==> src/rtl/alu_result_buffer.sv <==
// ---------------------------------------------------------------------------
// alu_result_buffer
//
// Show-ahead FIFO that holds ALU results together with their overflow flag,
// plus a sticky overflow indicator for software to poll and clear.
//
// Optional feature: define ALU_RESULT_BUFFER_OVF_CNT_EN to add a 16-bit
// saturating counter (ovf_cnt) of accepted entries that carried overflow.
//
// Ports:
//   clk          - single clock, all state updates on the rising edge
//   rst          - asynchronous, active-low reset
//   in_valid     - producer has a result this cycle
//   in_result    - signed ALU result (DATA_W bits)
//   in_overflow  - overflow flag belonging to in_result
//   in_ready     - buffer has room (registered occupancy != DEPTH)
//   out_valid    - head entry present (registered occupancy != 0)
//   out_result   - head entry result, 0 when empty
//   out_overflow - head entry overflow flag, 0 when empty
//   out_ready    - consumer takes the head entry this cycle
//   count        - current occupancy, 0..DEPTH
//   sticky_ovf   - set once any accepted entry had overflow
//   ovf_cnt      - (optional) saturating count of accepted overflow entries
//   clr_sticky   - synchronous clear of sticky_ovf (and ovf_cnt)
// ---------------------------------------------------------------------------
module alu_result_buffer #(
  parameter int DEPTH  = 8,
  parameter int DATA_W = 32
) (
  input  logic                     clk,
  input  logic                     rst,
  input  logic                     in_valid,
  input  logic [DATA_W-1:0]        in_result,
  input  logic                     in_overflow,
  output logic                     in_ready,
  output logic                     out_valid,
  output logic [DATA_W-1:0]        out_result,
  output logic                     out_overflow,
  input  logic                     out_ready,
  output logic [$clog2(DEPTH):0]   count,
  output logic                     sticky_ovf,
`ifdef ALU_RESULT_BUFFER_OVF_CNT_EN
  output logic [15:0]              ovf_cnt,
`endif
  input  logic                     clr_sticky
);

  localparam int PTR_W = $clog2(DEPTH);
  localparam logic [PTR_W:0] FULL_COUNT = (PTR_W + 1)'(DEPTH);

  // Each entry stores {result, overflow} so both leave the buffer together.
  logic [DATA_W:0]    mem [DEPTH];
  logic [PTR_W-1:0]   wr_ptr;
  logic [PTR_W-1:0]   rd_ptr;
  logic               push;
  logic               pop;
  logic [DATA_W:0]    head;

  // Handshakes are qualified only by registered occupancy, so a pop on a
  // full cycle never frees a slot for a same-cycle push.
  assign in_ready  = (count != FULL_COUNT);
  assign out_valid = (count != '0);
  assign push      = in_valid & in_ready;
  assign pop       = out_valid & out_ready;

  // Head is read straight from storage; gating with out_valid hides stale
  // contents while empty.
  assign head         = mem[rd_ptr];
  assign out_result   = out_valid ? head[DATA_W:1] : '0;
  assign out_overflow = out_valid & head[0];

  // Storage is not reset; the pointers and count decide what is valid.
  always_ff @(posedge clk) begin
    if (push) begin
      mem[wr_ptr] <= {in_result, in_overflow};
    end
  end

  // DEPTH is a power of two, so natural pointer overflow gives modulo wrap.
  always_ff @(posedge clk or negedge rst) begin
    if (!rst) begin
      wr_ptr <= '0;
      rd_ptr <= '0;
      count  <= '0;
    end else begin
      if (push) begin
        wr_ptr <= wr_ptr + PTR_W'(1);
      end
      if (pop) begin
        rd_ptr <= rd_ptr + PTR_W'(1);
      end
      case ({push, pop})
        2'b10:   count <= count + (PTR_W + 1)'(1);
        2'b01:   count <= count - (PTR_W + 1)'(1);
        default: count <= count;
      endcase
    end
  end

  // A new overflow outranks a clear issued in the same cycle.
  always_ff @(posedge clk or negedge rst) begin
    if (!rst) begin
      sticky_ovf <= 1'b0;
    end else if (push && in_overflow) begin
      sticky_ovf <= 1'b1;
    end else if (clr_sticky) begin
      sticky_ovf <= 1'b0;
    end
  end

`ifdef ALU_RESULT_BUFFER_OVF_CNT_EN
  // Unlike the sticky bit, the counter lets the clear win over an increment.
  always_ff @(posedge clk or negedge rst) begin
    if (!rst) begin
      ovf_cnt <= '0;
    end else if (clr_sticky) begin
      ovf_cnt <= '0;
    end else if (push && in_overflow && (ovf_cnt != 16'hFFFF)) begin
      ovf_cnt <= ovf_cnt + 16'd1;
    end
  end
`endif

endmodule

==> config.mk <==
export PLATFORM = sky130hd
export DESIGN_NAME = alu_result_buffer
export DESIGN_NICKNAME = d
export VERILOG_FILES = /design/src/rtl/alu_result_buffer.sv
export SDC_FILE = /design/constraint.sdc
export NUM_CORES = 1
export LEC_CHECK = 0
export ABC_CLOCK_PERIOD_IN_PS = 14300
export BUFFER_PORTS_ARGS = -buffer_cell sky130_fd_sc_hd__buf_2
export CORE_MARGIN = 2
export CORE_UTILIZATION = 45
export CTS_CLUSTER_DIAMETER = 40
export CTS_CLUSTER_SIZE = 30
export DETAILED_ROUTE_END_ITERATION = 7
export PLACE_DENSITY = 0.72
export SKIP_CTS_REPAIR_TIMING = 1
export SLEW_MARGIN = 30
export SYNTH_ARGS = -nofsm -noshare
export SYNTH_HDL_FRONTEND = slang
export SYNTH_SLANG_ARGS = --single-unit
==> constraint.sdc <==
create_clock -name clk -period 14.3 [get_ports clk]
set_input_delay 1.43 -clock clk [delete_from_list [all_inputs] [get_ports clk]]
set_output_delay 1.43 -clock clk [all_outputs]
set_load 0.005 [all_outputs]
==> flow_summary.ini, run 1 <==
[route]
wl_um = 20300
drt_iter0_drc = 463
routed_vias = 4876
drt_pre_antenna_iters = 6
postRouteAntennaNets = 0
post_drt_via_cell_ratio = 5.289
routed_wire_length_per_instance_um = 22.02
route.detailed.drc = 0

[placed_design]
post-dp-hpwl_um = 11060
dp_cells = 864
pre_cts_slack_ns = 10.19
port_buffers = 77
routabilityCongestion = 0.7123

[sta]
final_min_period_over_clock_period = 0.3214
sum_of_negative_setup_slack_ns = 0
setup_violations = 0
max_slew.worst_pin.slew_ns = 0.7533
layout_min_cycle_time_ns = 4.596
final_count_of_hold_timing_violations = 0
slew_headroom = 0.4962
grt_setup_unrepaired = false
skew_ns = 0.01927
setup_slack_ns = 9.704
final-max-slew-violation-count = 0
fmax_mhz = 217.6

[layout]
post-route-util = 0.5363
area.growth.synth_to_final_pct = 17.47
finish.cell_count_without_fillers = 922
finish.net_count = 622
layout_cell_share_with_drive_strength_beyond_1 = 0.3704

[clocking]
clkSinkCount = 275
clock_latency_ns = 0.56
cts_buffers = 31
cts_max_path_buffers = 3
cts.reportedPaths.clkPinSlew_ns = 0.07
clock_tree.htree_level_count = 1
clock-root-buffer = sky130_fd_sc_hd__clkbuf_16
tritoncts = yes

[setup_path]
timing.rr.start = count[2]$_DFFE_PN0P_
critical_path.startpoint_type = flip-flop
worstReg2RegEnd = count[2]$_DFFE_PN0P_
cp_data_arrival_time_ns = 3.17
crit_type = flip-flop to primary output
critPathCaptureType = primary output
r2r.worst_path.cells = 11
critical_path.max_fanout = 37
crit_path_required_time_ns = 12.87
r2r_setup_slack_ns = 11.55

[floorplan]
die_y_um = 157.9
die_width_um = 157.9
design.core.area_um2 = 23330
initial_core_util = 0.4565
die-area_um2 = 24920
placement_rows = 56
top_level_ports = 78

[global_route]
first_global_vias = 5282
grt_first_pass_wirelength_um = 31060
antenna_violations_before_repair = 3
grt_overall_usage = 0.1688
pin_count_of_the_biggest_net_entering_global_routing = 69
global_route.overflow_total = 0

[pwr]
power_density_nw_per_um2 = 207.4
worst_ir_drop_vdd_mv = 0.1115
power.static_leakage_uw = 0.004244
design_power_total_uw = 2595

[flow_run]
drv_cap = 0

[yosys]
synth.avg_cell_area_um2 = 22.14
synth_top_area_cell = sky130_fd_sc_hd__edfxtp_1
seq_area_frac_synth = 0.7701
synth-seq-cells = 275
postSynthCellCount = 481
post_synth_instance_area_um2 = 10650
synth_fp_nets = 524
synthTopCellsByArea = sky130_fd_sc_hd__edfxtp_1, sky130_fd_sc_hd__mux4_2, sky130_fd_sc_hd__mux2i_1, sky130_fd_sc_hd__dfrtp_1, sky130_fd_sc_hd__nor2_1
synthDistinctLibCells = 31
synth_top_area_share = 0.7443
ys.warnings.count = 0

[min_path]
timing.hold.worst_endpoint = sticky_ovf$_DFFE_PN0P_
worstHoldStart = sticky_ovf$_DFFE_PN0P_
holdCritPathClass = flip-flop to flip-flop
min_path_cells = 2

[status]
run_status = complete, no violations
==> flip-flops by register name, indices dropped and copies added, names as in the netlist <==
name and cells:
wr_ptr 3, mem 264, rd_ptr 3, sticky_ovf 1, count 4
==> synth_stat cells (all sizes together) <==
cell type	count
a21oi	2
mux4	66
and2	1
nor2	38
o21ai	1
clkbuf	9
edfxtp	264
nor3b	1
nor3	5
mux2i	33
a41oi	1
nand2	4
nand3b	1
nand3	3
xor2	5
a211o	1
nand2b	3
xnor2	4
buf	16
ha	5
dfrtp	11
mux2	3
nor4	2
inv	2
==> logic make-up (layout without fill, tap and decap cells) <==
logic type      count (synthesis)  in the layout  synth area share
xor+xnor                        9              9          0.007400
mux                           102            102            0.1741
compound gates                  5              5          0.003054
fa+ha+maj                       5              5          0.005873
buf+inv                        27            148           0.01433
flops                         275            275            0.7701
other cells                     0              1                 0
simple gates                   58             58           0.02514
==> where the power goes <==
group / switching [µW] / internal [µW] / total [µW]
combinational: 341 / 358 / 699
sequential: 105 / 1020 / 1120
clock: 340 / 433 / 773
total: 786 / 1810 / 2600
==> layer usage <==
metal / GRT usage / part of all wire / vias up
met1: 0.2217 / 0.40 / 2503
li1: - / - / 2178
met5: 0 / 0.0011 / -
met2: 0.2911 / 0.51 / 156
met3: 0.03011 / 0.063 / 35
met4: 0.04762 / 0.021 / 4
==> stage by stage <==
step	hold slack [ns]	cell area [µm²]
5_1_grt	0.5687	12510
2_1_floorplan	0.5173	10650
3_5_place_dp	0.5119	11450
4_1_cts	0.5216	12480
3_3_place_gp	0.5038	11440
6_report	0.5228	12510
==> worst max-delay path: stages, from the launching register on <==
cell and delay, ns:
sky130_fd_sc_hd__dfrtp_4 0.92, sky130_fd_sc_hd__buf_4 0.65, sky130_fd_sc_hd__mux4_2 0.59, sky130_fd_sc_hd__mux2i_1 0.18, sky130_fd_sc_hd__nor2_1 0.08, sky130_fd_sc_hd__buf_2 0.15
==> worst max path at each step <==
stage | start | end | cells past startpoint
after global routing | rd_ptr[0]$_DFFE_PN0P_ | out_result[24] | 5
final | rd_ptr[0]$_DFFE_PN0P_ | out_result[24] | 5
after CTS | rd_ptr[0]$_DFFE_PN0P_ | out_result[24] | 5
after detailed placement | rd_ptr[0]$_DFFE_PN0P_ | out_result[29] | 5
after floorplan | in_valid | mem[0][0]$_DFFE_PP_ | 2
after global placement | rd_ptr[0]$_DFFE_PN0P_ | out_result[15] | 5
==> area by class of cell <==
type                            count  area [µm²]
Fill cell                        1779       10820
Sequential cell                   275        8212
Multi-Input combinational cell    179        2357
Clock buffer                       32       779.5
Timing Repair Buffer               90       503.0
Tap cell                          319       399.1
Clock inverter                     24       251.5
Inverter                            2       7.507
Antenna cell                        1       2.502
==> cell usage in the layout, fill, tap and decap left out, drive strengths merged, types with 2 or more instances in the layout <==
cell	instances
nand3	3
a21oi	2
nand2	4
nor4	2
nor2	38
nor3	5
mux2	3
mux2i	33
xor2	5
xnor2	4
inv	11
ha	5
clkinv	13
mux4	66
edfxtp	264
dfrtp	11
buf	90
clkbuf	32
nand2b	3
No activity file was read; power rests on OpenSTA's default activity.
==> run 2, diff against run 1 <==
--- a/config.mk
+++ b/config.mk
@@ -5,14 +5,14 @@
 export SDC_FILE = /design/constraint.sdc
 export NUM_CORES = 1
 export LEC_CHECK = 0
-export ABC_CLOCK_PERIOD_IN_PS = 14300
+export ABC_CLOCK_PERIOD_IN_PS = 4000
 export BUFFER_PORTS_ARGS = -buffer_cell sky130_fd_sc_hd__buf_2
 export CORE_MARGIN = 2
 export CORE_UTILIZATION = 45
 export CTS_CLUSTER_DIAMETER = 40
 export CTS_CLUSTER_SIZE = 30
 export DETAILED_ROUTE_END_ITERATION = 7
-export PLACE_DENSITY = 0.72
+export PLACE_DENSITY = 0.75
 export SKIP_CTS_REPAIR_TIMING = 1
 export SLEW_MARGIN = 30
 export SYNTH_ARGS = -nofsm -noshare
==> constraint.sdc (replaced) <==
create_clock -name clk -period 4 [get_ports clk]
set_input_delay 0.4 -clock clk [delete_from_list [all_inputs] [get_ports clk]]
set_output_delay 0.4 -clock clk [all_outputs]
set_load 0.005 [all_outputs]
==> run 2 against run 1 <==
Compared with the run above: first-iteration DRC count fell by 14%; count of clock-buffer cells in the layout rose by 2; final area fell by 0.26%; hold slack got worse by 0.47 ns; critical path type unchanged.
==> flow_summary.ini, run 2 (synthesis gave the netlist of run 1 again) <==
[sta]
max_slew.worst_pin.slew_ns = 0.8530
setup_slack_ns = 1.000
final-max-slew-violation-count = 0
slew_headroom = 0.4313
final_count_of_hold_timing_violations = 0
setup_violations = 0
sum_of_negative_setup_slack_ns = 0
fmax_mhz = 333.4
final_min_period_over_clock_period = 0.7500
grt_setup_unrepaired = false
skew_ns = 0.02103
layout_min_cycle_time_ns = 3.000

[floorplan]
initial_core_util = 0.4565
placement_rows = 56
top_level_ports = 78
die_y_um = 157.9
design.core.area_um2 = 23330
die_width_um = 157.9
die-area_um2 = 24920

[clocking]
clkSinkCount = 275
cts_buffers = 29
tritoncts = yes
cts.reportedPaths.clkPinSlew_ns = 0.07
cts_max_path_buffers = 3
clock_tree.htree_level_count = 1
clock_latency_ns = 0.56
clock-root-buffer = sky130_fd_sc_hd__clkbuf_16

[global_route]
global_route.overflow_total = 0
grt_overall_usage = 0.1689
first_global_vias = 5432
grt_first_pass_wirelength_um = 31230
antenna_violations_before_repair = 3
pin_count_of_the_biggest_net_entering_global_routing = 69

[placed_design]
dp_cells = 864
port_buffers = 77
pre_cts_slack_ns = 1.465
placed_area_um2 = 11460
routabilityCongestion = 0.7456
post-dp-hpwl_um = 11420

[route]
drt_pre_antenna_iters = 4
wl_um = 20640
route.detailed.drc = 0
post_drt_via_cell_ratio = 5.348
routed_vias = 4936
postRouteAntennaNets = 0
routed_wire_length_per_instance_um = 22.36
drt_iter0_drc = 400

[pwr]
power_switching_share = 0.2977
power.switching_uw = 2757
power_report.internal_total_uw = 6504
power_density_nw_per_um2 = 742.1
power.share.sequential = 0.434
clock_power_share = 0.292
power.static_leakage_uw = 0.004212
power.share.combinational = 0.274
worst_ir_drop_vdd_mv = 0.4561

[setup_path]
crit_path_required_time_ns = 3.60
slowest_stage = sky130_fd_sc_hd__dfrtp_4
critPathCaptureType = primary output
crit_path_max_incr_delay_ns = 0.65
cp_data_arrival_time_ns = 2.60
crit_type = flip-flop to primary output
critical_path.startpoint_type = flip-flop
cp_cell_sequence = buf_4, mux4_2, mux2i_1, nor2_1, buf_2
critical_path.max_fanout = 21

[layout]
post-route-util = 0.5349
area.growth.synth_to_final_pct = 17.16
regMostFlops = mem
final_common_cell = sky130_fd_sc_hd__edfxtp_1
layout_cell_share_with_drive_strength_beyond_1 = 0.3611
finish.instance_area_um2 = 12480
finish.net_count = 621
number_of_flip_flops_in_the_largest_register = 264
finish.cell_count_without_fillers = 923
layout.cells.most_common_list = sky130_fd_sc_hd__edfxtp_1, sky130_fd_sc_hd__buf_2, sky130_fd_sc_hd__mux4_2
reg_top3 = mem x264, count x4

[status]
run_status = complete, no violations

[flow_run]
drv_cap = 0

[min_path]
holdCritPathClass = input pin to flip-flop
## run 2: changes by cell type in the layout (fill, tap and decap cells not counted), moves of 2 or more
cell and delta:
sky130_fd_sc_hd__clkbuf_16 -2, sky130_fd_sc_hd__clkbuf_1 +4, sky130_fd_sc_hd__nor3_2 +2, sky130_fd_sc_hd__clkinvlp_4 +2
sky130_fd_sc_hd__bufinv_16 +2, sky130_fd_sc_hd__buf_12 +2, sky130_fd_sc_hd__diode_2 +2, sky130_fd_sc_hd__clkinv_2 -2
sky130_fd_sc_hd__clkinv_8 -3, sky130_fd_sc_hd__nor3_4 -2, sky130_fd_sc_hd__inv_12 -2
## run 2: path summary, 6_finish.rpt
check	from	slack [ns]	depth (start not counted)	to
setup / recovery	rd_ptr[0]$_DFFE_PN0P_	1.00	5	out_result[14]
hold / removal	clr_sticky	0.05	2	sticky_ovf$_DFFE_PN0P_
setup reg to reg	count[2]$_DFFE_PN0P_	1.45	10	count[2]$_DFFE_PN0P_
hold reg to reg	sticky_ovf$_DFFE_PN0P_	0.52	2	sticky_ovf$_DFFE_PN0P_
max in group asynchronous	rst	3.51	2	rd_ptr[1]$_DFFE_PN0P_
min in group asynchronous	rst	0.26	2	wr_ptr[1]$_DFFE_PN0P_
## run 2: layout make-up
class | count | area, µm²
well taps | 319 | 399.1
diodes | 3 | 7.507
multi-input cells | 179 | 2354
clock inverters | 20 | 237.7
flip-flops and latches | 275 | 8212
inverters | 2 | 7.507
clock buffers | 34 | 744.5
repair buffers | 91 | 518.0
fillers | 1775 | 10850
## run 2: worst max-delay path: cells and delay by family, from the launching register on
family	cells	cell delay, ns
mux	2	0.73
flops	1	0.65
buf+inv	2	0.60
simple gates	1	0.07
## run 2: per-stage QoR
stage               total power, µW  hold slack [ns]
floorplan                      5717           0.1044
global placement               6563           0.2819
detailed placement             6653           0.2878
CTS                            9369          -0.2946
global route                   9708          0.04446
finish                         9261          0.04989
## run 2: power groups by stage
| stage | logic [µW] | clock network, µW | registers, µW |
|---|---|---|---|
| after floorplan | 1900 | 0 | 3820 |
| after global placement | 2450 | 0 | 4110 |
| after detailed placement | 2500 | 0 | 4150 |
| after CTS | 2520 | 2760 | 4100 |
| after global routing | 2780 | 2860 | 4070 |
| final | 2530 | 2700 | 4020 |
## run 2: layer usage
layer / global-route usage / up-vias / share of wire
li1: - / 2181 / -
met1: 0.2181 / 2564 / 0.40
met2: 0.2932 / 157 / 0.52
met3: 0.03258 / 34 / 0.066
met4: 0.04892 / 0 / 0.017
met5: 0 / - / 0
==> run 3, diff against run 2 <==
--- a/config.mk
+++ b/config.mk
@@ -5,14 +5,14 @@
 export SDC_FILE = /design/constraint.sdc
 export NUM_CORES = 1
 export LEC_CHECK = 0
-export ABC_CLOCK_PERIOD_IN_PS = 4000
+export ABC_CLOCK_PERIOD_IN_PS = 2900
 export BUFFER_PORTS_ARGS = -buffer_cell sky130_fd_sc_hd__buf_2
 export CORE_MARGIN = 2
 export CORE_UTILIZATION = 45
 export CTS_CLUSTER_DIAMETER = 40
 export CTS_CLUSTER_SIZE = 30
 export DETAILED_ROUTE_END_ITERATION = 7
-export PLACE_DENSITY = 0.75
+export PLACE_DENSITY = 0.72
 export SKIP_CTS_REPAIR_TIMING = 1
 export SLEW_MARGIN = 30
 export SYNTH_ARGS = -nofsm -noshare
==> constraint.sdc (replaced) <==
create_clock -name clk -period 2.9 [get_ports clk]
set_input_delay 0.29 -clock clk [delete_from_list [all_inputs] [get_ports clk]]
set_output_delay 0.29 -clock clk [all_outputs]
set_load 0.005 [all_outputs]
==> run 3 against run 2 <==
Compared with the run above: the run now ends with negative hold slack left; sequential power grew 35%; combinational power grew 47%; global-route usage grew 0.70 points; worst setup slack lost 0.82 ns; critical endpoint is now out_result[23]; largest cell class unchanged; sequential share of layout area shrank 1.3 points; cell count grew 1.2%; die area is the same.
==> flow_summary.ini, run 3 (synthesis gave the netlist of run 1 again) <==
[global_route]
antenna_violations_before_repair = 2
global_route.overflow_total = 0
grt_first_pass_wirelength_um = 32030
pin_count_of_the_biggest_net_entering_global_routing = 55
first_global_vias = 5563
grt_overall_usage = 0.1759

[sta]
layout_min_cycle_time_ns = 2.720
fmax_mhz = 367.6
final-max-slew-violation-count = 0
final_min_period_over_clock_period = 0.9380
slew_headroom = 0.6520
setup_violations = 0
skew_ns = 0.01421
sum_of_negative_setup_slack_ns = 0
whs_ns = -0.01886
setup_slack_ns = 0.1798
max_slew.worst_pin.slew_ns = 0.5220
final_count_of_hold_timing_violations = 1
grt_setup_unrepaired = false

[layout]
ff_latch_area_um2 = 8209
final_common_cell = sky130_fd_sc_hd__edfxtp_1
regMostFlops = mem
layout_cell_share_with_drive_strength_beyond_1 = 0.3779
finish.instance_area_um2 = 12730
finish.net_count = 631
number_of_flip_flops_in_the_largest_register = 264
layout.cells.most_common_list = sky130_fd_sc_hd__edfxtp_1, sky130_fd_sc_hd__buf_2, sky130_fd_sc_hd__mux4_2
area.growth.synth_to_final_pct = 19.49
combined_area_of_the_multi_input_logic_cells_um2 = 2360
reg_top3 = mem x264, count x4
n_fill_cell = 1813

[clocking]
clock-root-buffer = sky130_fd_sc_hd__clkbuf_16
cts_max_path_buffers = 3
cts_buffers = 34
cts.reportedPaths.clkPinSlew_ns = 0.05
clkSinkCount = 275
clock_tree.htree_level_count = 2
clock_latency_ns = 0.52
tritoncts = yes

[setup_path]
critical_path.max_fanout = 26
r2r_setup_slack_ns = 0.50
largest_delay_share_family_worst_path = multiplexers
cp_data_arrival_time_ns = 2.43
crit_path_max_incr_delay_ns = 0.64
critPathCaptureType = primary output
crit_type = flip-flop to primary output
cp_num_buf_inv = 2
crit_path_required_time_ns = 2.61
critical_path.startpoint_type = flip-flop
slowest_stage = sky130_fd_sc_hd__dfrtp_4
cp_cell_sequence = buf_12, mux4_2, mux2i_1, nor2_1, buf_2

[pwr]
worst_ir_drop_vdd_mv = 0.6391
power_density_nw_per_um2 = 1042
design_power_total_uw = 13270
power.static_leakage_uw = 0.004321

[floorplan]
top_level_ports = 78
placement_rows = 56
die_y_um = 157.9
die_width_um = 157.9
initial_core_util = 0.4565
die-area_um2 = 24920
design.core.area_um2 = 23330

[status]
run_status = finished with violations
failed_checks = negative hold slack

[route]
routed_vias = 5032
routed_wire_length_per_instance_um = 22.50
drt_pre_antenna_iters = 4
wl_um = 21020
drt_iter0_drc = 352
postRouteAntennaNets = 0
route.detailed.drc = 0
post_drt_via_cell_ratio = 5.388

[flow_run]
drv_cap = 0

[placed_design]
pre_cts_slack_ns = 0.5112
placed_area_um2 = 11600
routabilityCongestion = 0.7406
port_buffers = 77
post-dp-hpwl_um = 11620

[min_path]
holdCritPathClass = input pin to flip-flop
==> run 3: final timing paths <==
kind | to | from | depth (start not counted)
min in group asynchronous | rd_ptr[2]$_DFFE_PN0P_ | rst | 2
worst max-delay path | out_result[23] | rd_ptr[0]$_DFFE_PN0P_ | 5
worst min-delay path | sticky_ovf$_DFFE_PN0P_ | clr_sticky | 2
worst max register to register | count[2]$_DFFE_PN0P_ | count[2]$_DFFE_PN0P_ | 10
max in group asynchronous | rd_ptr[0]$_DFFE_PN0P_ | rst | 2
worst min register to register | sticky_ovf$_DFFE_PN0P_ | sticky_ovf$_DFFE_PN0P_ | 2
==> run 3: power breakdown <==
part           internal [µW]  switching, µW
combinational           1870           1860
clock                   2490           1620
sequential              5020            409
total                   9380           3890
==> run 3: final cells by class <==
type | count | area share
Clock inverter | 22 | 0.01848
Timing Repair Buffer | 96 | 0.04955
Antenna cell | 1 | 0.0001966
Sequential cell | 275 | 0.6450
Multi-Input combinational cell | 179 | 0.1854
Tap cell | 319 | 0.03136
Clock buffer | 40 | 0.06941
Inverter | 2 | 0.0005899
==> run 3: per-layer routing <==
| metal | global-route usage | up-vias | share of wire |
|---|---|---|---|
| li1 | - | 2209 | - |
| met1 | 0.2176 | 2669 | 0.41 |
| met2 | 0.3095 | 111 | 0.53 |
| met3 | 0.03696 | 41 | 0.044 |
| met4 | 0.05801 | 2 | 0.021 |
| met5 | 0 | - | 0.00062 |
==> run 3: stage by stage <==
step | instances | utilization
finish | 934 | 0.5455
global placement | 870 | 0.4970
floorplan | 481 | -
detailed placement | 870 | 0.4970
global route | 933 | 0.5454
CTS | 932 | 0.5449
==> run 3: worst reg2reg max path, stage by stage (launching register included) <==
cell and delay (ns):
sky130_fd_sc_hd__dfrtp_1 0.47, sky130_fd_sc_hd__nor4_4 0.36, sky130_fd_sc_hd__inv_2 0.06, sky130_fd_sc_hd__and2_4 0.18
sky130_fd_sc_hd__ha_1 0.26, sky130_fd_sc_hd__xor2_1 0.17, sky130_fd_sc_hd__ha_1 0.19, sky130_fd_sc_hd__a21oi_1 0.17
sky130_fd_sc_hd__xor2_1 0.20, sky130_fd_sc_hd__nor2_1 0.07, sky130_fd_sc_hd__xor2_1 0.14
